File: src/rtl/serial_pattern_tx_if.sv
// serial_pattern_tx_if: request/pattern inputs and serial outputs of serial_pattern_tx
//   master drives start, pattern, nbits, reps and observes sout, sout_valid, busy, done
//   slave is the transmitter side
interface serial_pattern_tx_if #(
  parameter int WIDTH = 8,
  parameter int REP_W = 4,
  parameter int LEN_W = $clog2(WIDTH) + 1
);
  logic             start;
  logic [WIDTH-1:0] pattern;
  logic [LEN_W-1:0] nbits;
  logic [REP_W-1:0] reps;
  logic             sout;
  logic             sout_valid;
  logic             busy;
  logic             done;
  modport master (output start, pattern, nbits, reps, input sout, sout_valid, busy, done);
  modport slave (input start, pattern, nbits, reps, output sout, sout_valid, busy, done);
endinterface

File: src/rtl/serial_pattern_tx.sv
// serial_pattern_tx: shifts a captured pattern out MSB first, repeated reps+1 times with GAP idle cycles between
//   clk    rising-edge clock
//   rst_n  asynchronous active-low reset
//   tx_if  slave side of serial_pattern_tx_if (start/pattern/nbits/reps in; sout/sout_valid/busy/done out)
module serial_pattern_tx #(
  parameter int WIDTH = 8,
  parameter int REP_W = 4,
  parameter int GAP = 1
) (
  input logic clk,
  input logic rst_n,
  serial_pattern_tx_if.slave tx_if
);
  localparam int LEN_W = $clog2(WIDTH) + 1;
  localparam int IW = $clog2(WIDTH);
  localparam int GW = GAP > 1 ? $clog2(GAP) : 1;
  typedef enum logic [1:0] {S_IDLE, S_SHIFT, S_GAP, S_DONE} state_e;
  state_e state_q, state_d;
  logic [WIDTH-1:0] pat_q, pat_d;
  logic [IW-1:0] last_q, last_d, idx_q, idx_d;
  logic [REP_W-1:0] cnt_q, cnt_d;
  logic [GW-1:0] gap_q, gap_d;
  logic [LEN_W-1:0] len;
  logic sout_q, sout_d, valid_q, valid_d, busy_q, busy_d, done_q, done_d;
  always_comb begin
    len = (tx_if.nbits == '0 || tx_if.nbits > LEN_W'(WIDTH)) ? LEN_W'(WIDTH) : tx_if.nbits;
    state_d = state_q;
    pat_d = pat_q;
    last_d = last_q;
    idx_d = idx_q;
    cnt_d = cnt_q;
    gap_d = gap_q;
    case (state_q)
      S_IDLE: if (tx_if.start) begin
        state_d = S_SHIFT;
        pat_d = tx_if.pattern;
        last_d = IW'(len - LEN_W'(1));
        idx_d = IW'(len - LEN_W'(1));
        cnt_d = tx_if.reps;
      end
      S_SHIFT: if (idx_q != '0) idx_d = idx_q - IW'(1);
      else if (cnt_q != '0) begin
        cnt_d = cnt_q - REP_W'(1);
        if (GAP > 0) begin
          state_d = S_GAP;
          gap_d = GW'(GAP - 1);
        end else idx_d = last_q;
      end else state_d = S_DONE;
      S_GAP: if (gap_q == '0) begin
        state_d = S_SHIFT;
        idx_d = last_q;
      end else gap_d = gap_q - GW'(1);
      default: state_d = S_IDLE;
    endcase
    // outputs are registered from the next state so they line up with the state they describe
    sout_d = (state_d == S_SHIFT) & pat_d[idx_d];
    valid_d = state_d == S_SHIFT;
    busy_d = state_d == S_SHIFT || state_d == S_GAP;
    done_d = state_d == S_DONE;
  end
  always_ff @(posedge clk or negedge rst_n) begin
    if (!rst_n) begin
      state_q <= S_IDLE;
      pat_q <= '0;
      last_q <= '0;
      idx_q <= '0;
      cnt_q <= '0;
      gap_q <= '0;
      sout_q <= 1'b0;
      valid_q <= 1'b0;
      busy_q <= 1'b0;
      done_q <= 1'b0;
    end else begin
      state_q <= state_d;
      pat_q <= pat_d;
      last_q <= last_d;
      idx_q <= idx_d;
      cnt_q <= cnt_d;
      gap_q <= gap_d;
      sout_q <= sout_d;
      valid_q <= valid_d;
      busy_q <= busy_d;
      done_q <= done_d;
    end
  end
  assign tx_if.sout = sout_q;
  assign tx_if.sout_valid = valid_q;
  assign tx_if.busy = busy_q;
  assign tx_if.done = done_q;
endmodule

File: src/flat_wrapper.sv
// flat-port wrapper written by rule: the top's interface ports become plain ports
module serial_pattern_tx_flat 
#(
  parameter int WIDTH = 8,
  parameter int REP_W = 4,
  parameter int GAP = 1
)
  (clk, rst_n, tx_if_start, tx_if_pattern, tx_if_nbits, tx_if_reps, tx_if_sout, tx_if_sout_valid, tx_if_busy, tx_if_done);
  serial_pattern_tx_if #(.WIDTH(WIDTH), .REP_W(REP_W)) tx_if_i ();
  input logic clk;
  input logic rst_n;
  input wire logic [$bits(tx_if_i.start)-1:0] tx_if_start;
  input wire logic [$bits(tx_if_i.pattern)-1:0] tx_if_pattern;
  input wire logic [$bits(tx_if_i.nbits)-1:0] tx_if_nbits;
  input wire logic [$bits(tx_if_i.reps)-1:0] tx_if_reps;
  output wire logic [$bits(tx_if_i.sout)-1:0] tx_if_sout;
  output wire logic [$bits(tx_if_i.sout_valid)-1:0] tx_if_sout_valid;
  output wire logic [$bits(tx_if_i.busy)-1:0] tx_if_busy;
  output wire logic [$bits(tx_if_i.done)-1:0] tx_if_done;
  assign tx_if_i.start = tx_if_start;
  assign tx_if_i.pattern = tx_if_pattern;
  assign tx_if_i.nbits = tx_if_nbits;
  assign tx_if_i.reps = tx_if_reps;
  assign tx_if_sout = tx_if_i.sout;
  assign tx_if_sout_valid = tx_if_i.sout_valid;
  assign tx_if_busy = tx_if_i.busy;
  assign tx_if_done = tx_if_i.done;
  serial_pattern_tx #(.WIDTH(WIDTH), .REP_W(REP_W), .GAP(GAP)) u_core (.clk(clk), .rst_n(rst_n), .tx_if(tx_if_i));
endmodule
File: config.mk
export PLATFORM = sky130hd
export DESIGN_NAME = serial_pattern_tx_flat
export DESIGN_NICKNAME = d
export VERILOG_FILES = /design/src/rtl/serial_pattern_tx_if.sv /design/src/rtl/serial_pattern_tx.sv /design/src/flat_wrapper.sv
export SDC_FILE = /design/constraint.sdc
export NUM_CORES = 1
export LEC_CHECK = 0
export CORE_ASPECT_RATIO = 0.75
export CORE_MARGIN = 3
export CORE_UTILIZATION = 55
export DETAILED_ROUTE_END_ITERATION = 12
export PLACE_DENSITY_LB_ADDON = 0.15
export SKIP_CTS_REPAIR_TIMING = 1
export SLEW_MARGIN = 20
export SYNTH_ARGS = -nofsm -noshare
export SYNTH_HDL_FRONTEND = slang
export SYNTH_SLANG_ARGS = --single-unit
File: constraint.sdc
create_clock -name clk -period 5.4 [get_ports clk]
set_clock_uncertainty 0.05 [all_clocks]
set_input_delay 0.81 -clock clk [delete_from_list [all_inputs] [get_ports clk]]
set_output_delay 0.81 -clock clk [all_outputs]
set_load 0.1 [all_outputs]
==> out/qor.csv <==
stage;metric;value;unit
timing;drv_slew;0;
synthesis;yosysSeqAreaShare;46.5;%
setup_path;cpPeakStageDelay;0.56;ns
timing;tns;0;ns
synthesis;ys_ff_latch;24;
setup_path;worstSetupPathType;in2reg;
cells_and_area;nets;190;
setup_path;path_buf_inv;1;
die;rows;14;
timing;setup_violations;0;
cts;clkLatencyLatePin;0.32;ns
route;drc;0;
timing;whs;0.390;ns
route;drtIter0Drc;79;
cts;cts_root_buffer;clkbuf_4;
placement;portBuffers;22;
synthesis;synth-async-reset-ratio;100;%
synthesis;yosys_warnings;0;
setup_path;reg2reg_slack;2.99;ns
setup_path;startpoint_type;input pin;
timing;max-slew-margin-rel;35.5;%
synthesis;avgSynthCellArea;9.03;sq um
cts;path_clk_slew;0.14;ns
route;dr.pass1.iters;4;
die;start_util;60.9;%
timing;tightest_slew;0.965;ns
placement;hpwlAfterDp;2030;microns
synthesis;synthFlopType;dfrtp_1;
status;outcome;complete, no violations;
cells_and_area;fin_util;73.7;%
cells_and_area;layout-drive-gt1-share;8.54;%
global_route;grt_pass1_wl;4450;microns
cells_and_area;diodes;0;
route;wl_per_cell;13.9;microns
route;num_vias;1063;
route;avgViaCountPerCell;5.42;
power;p_leak;0.747;nW
global_route;antenna_found_initial;0;
cells_and_area;syn_to_final_growth;21.0;%
cts;tritoncts;done;
global_route;grt_max_degree;25;
timing;fmax;0.369;GHz
setup_path;end_kind;register;
setup_path;rr_startpoint;u_core.state_q[0];
synthesis;yosysUniqueCellTypes;37;
setup_path;worstPathArrival;2.91;ns
synthesis;synth-edff-count;0;
setup_path;cp.required;5.60;ns
timing;rsz0062_at_grt;false;
cts;cts_inserted_buffers;3;
route;ant_nets;0;
setup_path;r2r-end;u_core.tx_if.sout;
global_route;grt_pass1_vias;1003;
timing;post-route-min-period;2.71;ns
timing;fin_crit_sh;50.2;%
synthesis;syn_inst;143;
die;dieArea;2970;sq um
timing;hold_viol;0;
route;drt-total-wl;2720;microns
global_route;grt_overflow;0;
flow_run;maxCapViolCount;0;
setup_path;startpoint;tx_if_start;
die;io_pins;23;
cts;clockBufferDepth;2;
setup_path;crit_fanout;14;
setup_path;path_delay_family;compound AO/OA/AOI/OAI gates;
die;die_height;48.0;microns
placement;gp_congestion;0.829;
setup_path;crit_chain;clkdlybuf4s50_1 > and2_1 > o21ai_1 > o2111a_2 > and4_1 > a211o_1 > o22ai_2;
power;ir_drop;0.455;mV
cts;cts_sinks;24;
synthesis;syn_area;1290;sq um
power;power.density;669;nW/um^2
setup_path;r2r_cells;7;
setup_path;critPathSlowestCell;clkdlybuf4s50_1;
global_route;groute.usage.overall;20.7;%
die;fp.coreArea;2120;sq um
min_path;hold_class;in2async;
synthesis;syn-num-nets;168;
cts;cts_max_level;1;
die;die_width;62.0;microns
-- logic make-up (layout without fill, tap and decap cells) --
| kind of cell | Yosys count | after routing | synth area share (%) |
|---|---|---|---|
| XOR/XNOR | 2 | 2 | 1.36 |
| flip-flops | 24 | 24 | 46.5 |
| adder cells (fa/ha/maj) | 6 | 6 | 5.81 |
| buffers and inverters | 16 | 37 | 6.01 |
| AND/OR/NAND/NOR | 59 | 59 | 21.5 |
| multiplexers | 2 | 2 | 1.55 |
| AO/OA/AOI/OAI | 34 | 34 | 17.2 |
-- layout make-up --
cell class / count / area (sq um)
fillers: 154 / 557
well taps: 32 / 40.0
repair buffers: 22 / 215
flip-flops and latches: 24 / 601
clock inverters: 1 / 30.0
multi-input cells: 103 / 613
clock buffers: 3 / 22.5
inverters: 11 / 41.3
-- worst max-delay path by stage --
stage / to / slack [ns] / cells after the start
after global placement: u_core.tx_if.sout / 2.52 / 7
after CTS: u_core.tx_if.sout / 2.72 / 7
after detailed placement: u_core.tx_if.sout / 2.38 / 7
after global routing: u_core.tx_if.sout / 2.63 / 7
after floorplan: u_core.tx_if.sout / 3.37 / 6
final: u_core.tx_if.sout / 2.69 / 7
-- Yosys cell counts, drive strengths merged (3+ instances only) --
master | number | share of area [%]
nand2 | 36 | 10
dfrtp | 24 | 47
nor2 | 8 | 2.3
o21ai | 12 | 4.9
nor3 | 3 | 1.2
a21oi | 8 | 3.4
inv | 11 | 3.2
buf | 4 | 2.5
o22ai | 4 | 2.4
o211ai | 4 | 2.3
ha | 6 | 5.8
-- stage by stage --
step / total power [W] / area [sq um] / worst slack (ns) / cells
after floorplan: 0.000793 / 1290 / 3.37 / 143
after detailed placement: 0.000911 / 1520 / 2.38 / 192
after global routing: 0.00113 / 1560 / 2.63 / 196
after global placement: 0.000886 / 1520 / 2.52 / 192
final: 0.00104 / 1560 / 2.69 / 196
after CTS: 0.00104 / 1570 / 2.72 / 196
-- routing by layer --
| layer | up-vias | GRT usage (%) | part of all wire, % |
|---|---|---|---|
| li1 | 521 | - | - |
| met1 | 501 | 27.0 | 46 |
| met2 | 39 | 35.3 | 48 |
| met3 | 2 | 5.39 | 5.9 |
| met4 | 0 | 3.81 | 0.29 |
| met5 | - | 0 | 0 |
-- flip-flops by register name, indices dropped and copies added, names as in the netlist --
register,count
u_core.tx_if.busy,1
u_core.last_q,3
u_core.cnt_q,4
u_core.tx_if.done,1
u_core.tx_if.sout_valid,1
u_core.tx_if.sout,1
u_core.idx_q,3
u_core.state_q,2
u_core.pat_q,8
-- report_power, final --
| group | switching [W] | total (W) | internal, W |
|---|---|---|---|
| Clock | 0.0000560 | 0.000131 | 0.0000750 |
| Combinational | 0.000367 | 0.000589 | 0.000221 |
| Sequential | 0.0000589 | 0.000325 | 0.000266 |
-- layout by cell type (no fill, tap or decap), types with 2 or more instances in the layout --
cell             synthesis  routed
nor2_1                   8       8
o211ai_1                 4       4
clkbuf_4                 0       3
mux2i_1                  2       2
o22ai_1                  3       3
a21oi_1                  7       7
nor3b_1                  2       2
nand2_1                 36      36
clkdlybuf4s50_1          0      21
dfrtp_1                 24      24
ha_1                     6       6
a211o_1                  2       2
nor3_1                   3       3
o21ai_0                 10      10
inv_1                   10      10
Note: power is estimated with default switching activity, not from simulation.
